<file path="src/rtl/pwm_capture.sv">
// PWM receiver: measures period and high time of pwm_in in clk cycles.
// Optional glitch filter enabled by defining PWM_CAPTURE_FILTER_EN.
module pwm_capture #(
  parameter int CNT_BITS   = 16,
  parameter int FILTER_LEN = 3
) (
  input  logic                clk,
  input  logic                reset_n,
  input  logic                enable,
  input  logic                pwm_in,
  input  logic                clear_ovf,
  output logic [CNT_BITS-1:0] period,
  output logic [CNT_BITS-1:0] high_time,
  output logic                valid,
  output logic                overflow
);

  typedef enum logic [1:0] {IDLE, WAIT_EDGE, HIGH, LOW} state_t;

  localparam logic [CNT_BITS-1:0] CNT_MAX = '1;
  localparam logic [CNT_BITS-1:0] CNT_ONE = CNT_BITS'(1);

  if (FILTER_LEN < 1 || FILTER_LEN > 15) begin : g_filter_len_check
    $error("pwm_capture: FILTER_LEN must be in 1..15");
  end

  logic sync1_q, sync2_q, prev_q;
  logic level;
  logic rise, fall;

  always_ff @(posedge clk or negedge reset_n) begin
    if (!reset_n) begin
      sync1_q <= 1'b0;
      sync2_q <= 1'b0;
    end else begin
      sync1_q <= pwm_in;
      sync2_q <= sync1_q;
    end
  end

`ifdef PWM_CAPTURE_FILTER_EN
  localparam logic [3:0] RUN_LAST = 4'(FILTER_LEN - 1);

  logic       filt_q, filt_d;
  logic [3:0] run_q, run_d;

  // Level follows the synchronizer only after FILTER_LEN stable cycles.
  always_comb begin
    filt_d = filt_q;
    run_d  = '0;
    if (sync2_q != filt_q) begin
      if (run_q == RUN_LAST) begin
        filt_d = sync2_q;
      end else begin
        run_d = run_q + 4'd1;
      end
    end
  end

  always_ff @(posedge clk or negedge reset_n) begin
    if (!reset_n) begin
      filt_q <= 1'b0;
      run_q  <= '0;
    end else begin
      filt_q <= filt_d;
      run_q  <= run_d;
    end
  end

  assign level = filt_q;
`else
  assign level = sync2_q;
`endif

  always_ff @(posedge clk or negedge reset_n) begin
    if (!reset_n) begin
      prev_q <= 1'b0;
    end else begin
      prev_q <= level;
    end
  end

  assign rise = level & ~prev_q;
  assign fall = ~level & prev_q;

  state_t              state_q, state_d;
  logic [CNT_BITS-1:0] cnt_q, cnt_d;
  logic [CNT_BITS-1:0] hi_cnt_q, hi_cnt_d;
  logic [CNT_BITS-1:0] period_q, period_d;
  logic [CNT_BITS-1:0] high_time_q, high_time_d;
  logic                valid_q, valid_d;
  logic                overflow_q, overflow_d;
  logic                ovf_set;
  logic [CNT_BITS-1:0] cnt_inc;

  assign cnt_inc = (cnt_q == CNT_MAX) ? cnt_q : cnt_q + CNT_ONE;

  always_comb begin
    state_d     = state_q;
    cnt_d       = cnt_q;
    hi_cnt_d    = hi_cnt_q;
    period_d    = period_q;
    high_time_d = high_time_q;
    valid_d     = 1'b0;
    ovf_set     = 1'b0;

    if (!enable) begin
      state_d = IDLE;
      cnt_d   = '0;
    end else begin
      case (state_q)
        IDLE: begin
          state_d = WAIT_EDGE;
          cnt_d   = '0;
        end
        WAIT_EDGE: begin
          if (rise) begin
            state_d = HIGH;
            cnt_d   = CNT_ONE;
          end
        end
        HIGH: begin
          // Saturation discards the partial measurement and re-arms.
          if (cnt_q == CNT_MAX) begin
            ovf_set = 1'b1;
            state_d = WAIT_EDGE;
            cnt_d   = '0;
          end else begin
            cnt_d = cnt_inc;
            if (fall) begin
              hi_cnt_d = cnt_q;
              state_d  = LOW;
            end
          end
        end
        LOW: begin
          if (cnt_q == CNT_MAX) begin
            ovf_set = 1'b1;
            state_d = WAIT_EDGE;
            cnt_d   = '0;
          end else if (rise) begin
            period_d    = cnt_q;
            high_time_d = hi_cnt_q;
            valid_d     = 1'b1;
            state_d     = HIGH;
            cnt_d       = CNT_ONE;
          end else begin
            cnt_d = cnt_inc;
          end
        end
        default: begin
          state_d = IDLE;
          cnt_d   = '0;
        end
      endcase
    end

    overflow_d = ovf_set | (overflow_q & ~clear_ovf);
  end

  always_ff @(posedge clk or negedge reset_n) begin
    if (!reset_n) begin
      state_q     <= IDLE;
      cnt_q       <= '0;
      hi_cnt_q    <= '0;
      period_q    <= '0;
      high_time_q <= '0;
      valid_q     <= 1'b0;
      overflow_q  <= 1'b0;
    end else begin
      state_q     <= state_d;
      cnt_q       <= cnt_d;
      hi_cnt_q    <= hi_cnt_d;
      period_q    <= period_d;
      high_time_q <= high_time_d;
      valid_q     <= valid_d;
      overflow_q  <= overflow_d;
    end
  end

  assign period    = period_q;
  assign high_time = high_time_q;
  assign valid     = valid_q;
  assign overflow  = overflow_q;

endmodule
</file>
<file path="config.mk">
export PLATFORM = sky130hd
export DESIGN_NAME = pwm_capture
export DESIGN_NICKNAME = d
export VERILOG_FILES = /design/src/rtl/pwm_capture.sv
export SDC_FILE = /design/constraint.sdc
export NUM_CORES = 1
export LEC_CHECK = 0
export ABC_AREA = 1
export CAP_MARGIN = 30
export CORE_ASPECT_RATIO = 1.25
export CORE_UTILIZATION = 46
export CTS_CLUSTER_DIAMETER = 200
export DETAILED_ROUTE_END_ITERATION = 12
export PLACE_DENSITY = 0.77
export SLEW_MARGIN = 20
export SYNTH_ARGS = -nofsm -noshare
export SYNTH_HDL_FRONTEND = slang
export SYNTH_SLANG_ARGS = --single-unit
export TNS_END_PERCENT = 1
</file>
<file path="constraint.sdc">
create_clock -name clk -period 1.7 [get_ports clk]
set_input_delay 0.51 -clock clk [delete_from_list [all_inputs] [get_ports clk]]
set_output_delay 0.51 -clock clk [all_outputs]
set_load 0.02 [all_outputs]
</file>
; Word level (Yosys, flattened, before mapping)
; Cells that the tools add are included.
[totals]
regBits = 71
inputBits = 5
word_cells = 48
[op_classes]
n_bitwise = 8
eq_ne = 6
n_mux = 19
n_reduce_logical = 4
n_addsub = 1
[ops]
columns = operator, n
row1 = 2-to-1 mux 16 bit, 5
row2 = case mux 16 bit (4 select lines), 1
row3 = adder 16 x 1 -> 16 bit (second input constant), 1
row4 = == test 16 bit (second input constant), 1
row5 = 2-to-1 mux 2 bit, 5
row6 = case mux 2 bit (4 select lines), 1
row7 = AND reduction 4 bit, 2
row8 = 2-to-1 mux 1 bit, 7
row9 = == test 2 bit (second input constant), 2
row10 = != test 4 bit (second input constant), 1
row11 = NOT 1 bit, 4
row12 = bitwise AND 1 bit, 3
row13 = != test 3 bit (second input constant), 1
row14 = == test 2 x 1 -> 1 bit (second input constant), 1
row15 = logical NOT 2 bit, 1
row16 = OR reduction 2 bit, 1
row17 = bitwise OR 1 bit, 1

; Logic depth before layout (Yosys ltp)
[logic_depth]
ltp_word = 6
mapped_depth = 9
ltp_nobuf = 9

; Worst setup path after synthesis
; OpenSTA, ideal clock, no wires.
[synth_path]
path_type = reg-to-reg
start = register cnt_q[0]
end = register period_q[4], in the netlist period[4]
path_stages_with_launch = 9
path_buffers = 2
setup_slack_ns = 0.173
t_arrival_ns = 1.400
required_time_ns = 1.573
synth_period_minus_slack_ns = 1.527
path_cell_list = dfrtp_1 -> ha_1 -> nand2_1 -> nor2_2 -> nand4_4 -> nand2_2 -> buf_6 -> buf_6 -> o21ai_0
[synth_via]
elab_chain_len = 3
[synth_rtl]
columns = item, line_no
row1 = start: declaration, 87  ; logic [CNT_BITS-1:0] cnt_q, cnt_d;
row2 = start signal: assignment, 172  ; cnt_q <= cnt_d;
row3 = == test 16 bit, 137  ; if (cnt_q == CNT_MAX) begin
row4 = NOT 1 bit (no source line), -
row5 = AND reduction 4 bit (no source line), -
row6 = end signal: assignment, 174  ; period_q <= period_d;
row7 = end: declaration, 89  ; logic [CNT_BITS-1:0] period_q, period_d;
; Every way passes these cells.
; A chain may end at the register's enable or synchronous reset.

; Final worst setup path
[layout_path]
start = register period_q[12], in the netlist period[12]
end = output port period[12]
[layout_lines]
columns = item, line_no
row1 = end: declaration, 12  ; output logic [CNT_BITS-1:0] period,
; No word-level cell between the ends.

==> key figures <==
Floorplanning
  – Core Box Area: ~0.0065 mm2
  – Io pins: 39
  – Die Y: around 94 um
  – Num rows: 33
  – Initial core utilization: between 40 and 50%
  – Die W: 75.21 um
  – Die ar.: 0.007033 mm2

Global route
  – Gr usage total: 20.39%
  – Largest net degree at the start of global routing: about 70
  – First-pass GRT wire length: 10610 um
  – Vias in the first global route: 2376
  – Antenna violations before repair: 0
  – Total grt overflow: 0

Power
  – Overall power: 3429 uW
  – Worst vdd ir: 682.2 uV
  – Power Dens Cells: 888.5 mW/mm2
  – Leak: 0.002009 uW

Timing
  – Final Cycle Share: ~93%
  – Fin crit period: 1.578 ns
  – Clk_skew: 0.005893 ns
  – Worst slew margin: 75.55%
  – Unrepaired setup endpoints after global routing: yes
  – Final setup viols: 0
  – Maximum clock frequency: 633.6 MHz
  – Fin. max-slew vios: 0
  – WHS: ~0.17 ns
  – Worst-margin pin slew: 0.3668 ns
  – Endpoints failing hold: 0

Synth
  – Syn Inst Count: around 360
  – Netlist cell types: 23
  – Seq/Total Area, Yosys: ~58%
  – Synth Warn #: 0
  – Synthesized area per cell: 8.490 um2
  – Cell area after synthesis: a little over 0.003 mm2
  – Flops & latches, synth: 71
  – Mapped Nets: 369

Layout
  – Layout Cells excl Fill: 510
  – Antenna diodes: 0
  – Area of the multi-input gates: 0.001100 mm2
  – Fill count: ~620
  – Final nets: 424
  – P&R area growth vs syn: 25.25%
  – Layout cells sized above 1: 11.11%
  – Register area: between 0.0015 and 0.002 mm2

Clocking
  – H-tree level count: 3
  – Clock buffer depth: 2
  – Clk Latency, worst-skew pair: 0.35 ns
  – CTS Buf Count: 9
  – Clk pin slew, worst setup/hold paths: around 0.080 ns
  – Post-CTS setup buffers: 0
  – Clk sinks: ~70
  – CTS tree: yes
  – Root buf cell: clkbuf_8

Setup path
  – Setup CP Type: flop to output port
  – Crit-path leading delay family: flip-flops
  – Crit start category: flop
  – Crit end category: output port
  – Worst path depth: 1
  – CP Cell Sequence: dlygate4sd2_1
  – Critical Path Fanout Max: 2
  – CP Data Required Time: roughly 1.2 ns
  – CP Buf/Inv Count: 1
  – Arrival time at the worst endpoint: ~1.1 ns
  – Worst r2r path cells: 8
  – Worst stage delay on the critical path: 0.40 ns
  – Slowest-stage cell, CP: dfrtp_1

Place
  – DP HPWL: 4441 um
  – I/O Buffers: 38
  – Gpl congestion: 0.8539
  – Placed cell count: 494

Routing
  – Initial DRT Pass Iterations: 4
  – Via/cell ratio: 4.867
  – Remaining antenna violation count: 0
  – Initial DRC count: 143
  – Post-Route WL: 6319 um
  – Via Count: 2482
  – Wire per inst: 12.39 um
  – Drt drc: 0

Run status
  – Outcome: complete, no violations

Worst hold path
  – Hold Crit Class: primary input to async pin

Run
  – Max Cap Viol: 0
==> flip-flops by register name, indices dropped and copies added (netlist names) <==
name / cells
cnt_q: 16
hi_cnt_q: 16
high_time: 16
level: 1
overflow: 1
period: 16
prev_q: 1
state_q: 2
sync1_q: 1
valid: 1
==> cell type report <==
type	count	area share (%)
Clock buffer	10	3.566
Clock inverter	6	2.399
Inverter	37	3.598
Multi-Input combinational cell	243	28.49
Sequential cell	71	46.03
Tap cell	87	2.820
Timing Repair Buffer	56	13.10
==> what timing repair did <==
action	CTS	global route
hold endpoints to repair	0	0
hold buffers	0	0
resized for setup	34	4
endpoints found under the setup margin	34	30
==> placed cells by master, fill, tap and decap left out, drive strengths merged <==
cell type,netlist,layout
a21oi,11,11
and3,1,1
buf,12,19
bufinv,0,2
clkbuf,0,10
clkdlybuf4s50,0,3
clkinv,0,1
clkinvlp,0,2
dfrtp,71,71
dlygate4sd2,0,34
ha,1,1
inv,37,38
nand2,125,125
nand3,13,13
nand3b,1,1
nand4,5,5
nor2,32,32
nor3,11,11
o21ai,41,41
xor2,2,2
==> through the flow <==
step	worst slack [ns]	utilization (%)	setup TNS (ns)	instance area (um2)
after floorplan	0.1730	-	0	3082
after global routing	-0.03880	59.17	-0.1664	3860
final	0.1216	59.17	0	3860
after detailed placement	-0.2131	56.10	-9.149	3660
after global placement	-0.1817	56.10	-6.980	3660
after CTS	0.04411	58.98	0	3847
==> Yosys cell counts, drive strengths merged <==
cell type	count	area, um2
xor2	2	17.52
dfrtp	71	1777
nor3	11	60.06
inv	37	138.9
nand3b	1	7.510
nand3	13	70.07
nand4	5	46.29
a21oi	11	55.05
ha	1	12.51
o21ai	41	205.2
nand2	125	474.2
nor2	32	132.6
buf	12	78.82
and3	1	6.260
==> power breakdown <==
part           switching, uW  internal, uW
combinational            114          62.5
sequential              16.2          1710
clock                    654           873
total                    784          2650
==> layer usage <==
layer / share of wire [%] / GRT usage (%) / up-vias / wire length (um)
met5: 0 / 0 / - / 0
met3: 3.6 / 6.573 / 16 / 227
li1: - / - / 1264 / -
met4: 2.2 / 7.716 / 0 / 138
met1: 46 / 25.85 / 1159 / 2891
met2: 48 / 32.21 / 43 / 3063
==> worst paths after layout <==
path,from,slack (ns),endpoint
setup reg to reg,cnt_q[0],0.12,hi_cnt_q[0]
max in group asynchronous,reset_n,1.23,high_time[0]
setup / recovery,period[12],0.12,period[12]
hold / removal,reset_n,0.17,high_time[10]
min in group clk,sync1_q,0.36,level
hold reg to reg,sync1_q,0.36,level
==> cell families (layout without fill, tap and decap cells) <==
| logic type | count (synthesis) | count (layout) | synth area share, % |
|---|---|---|---|
| fa+ha+maj | 1 | 1 | 0.4059 |
| buf+inv | 49 | 109 | 7.064 |
| compound gates | 52 | 52 | 8.445 |
| xor+xnor | 2 | 2 | 0.5685 |
| flops | 71 | 71 | 57.65 |
| simple gates | 188 | 188 | 25.86 |
Power figures use the tool's default switching activity.
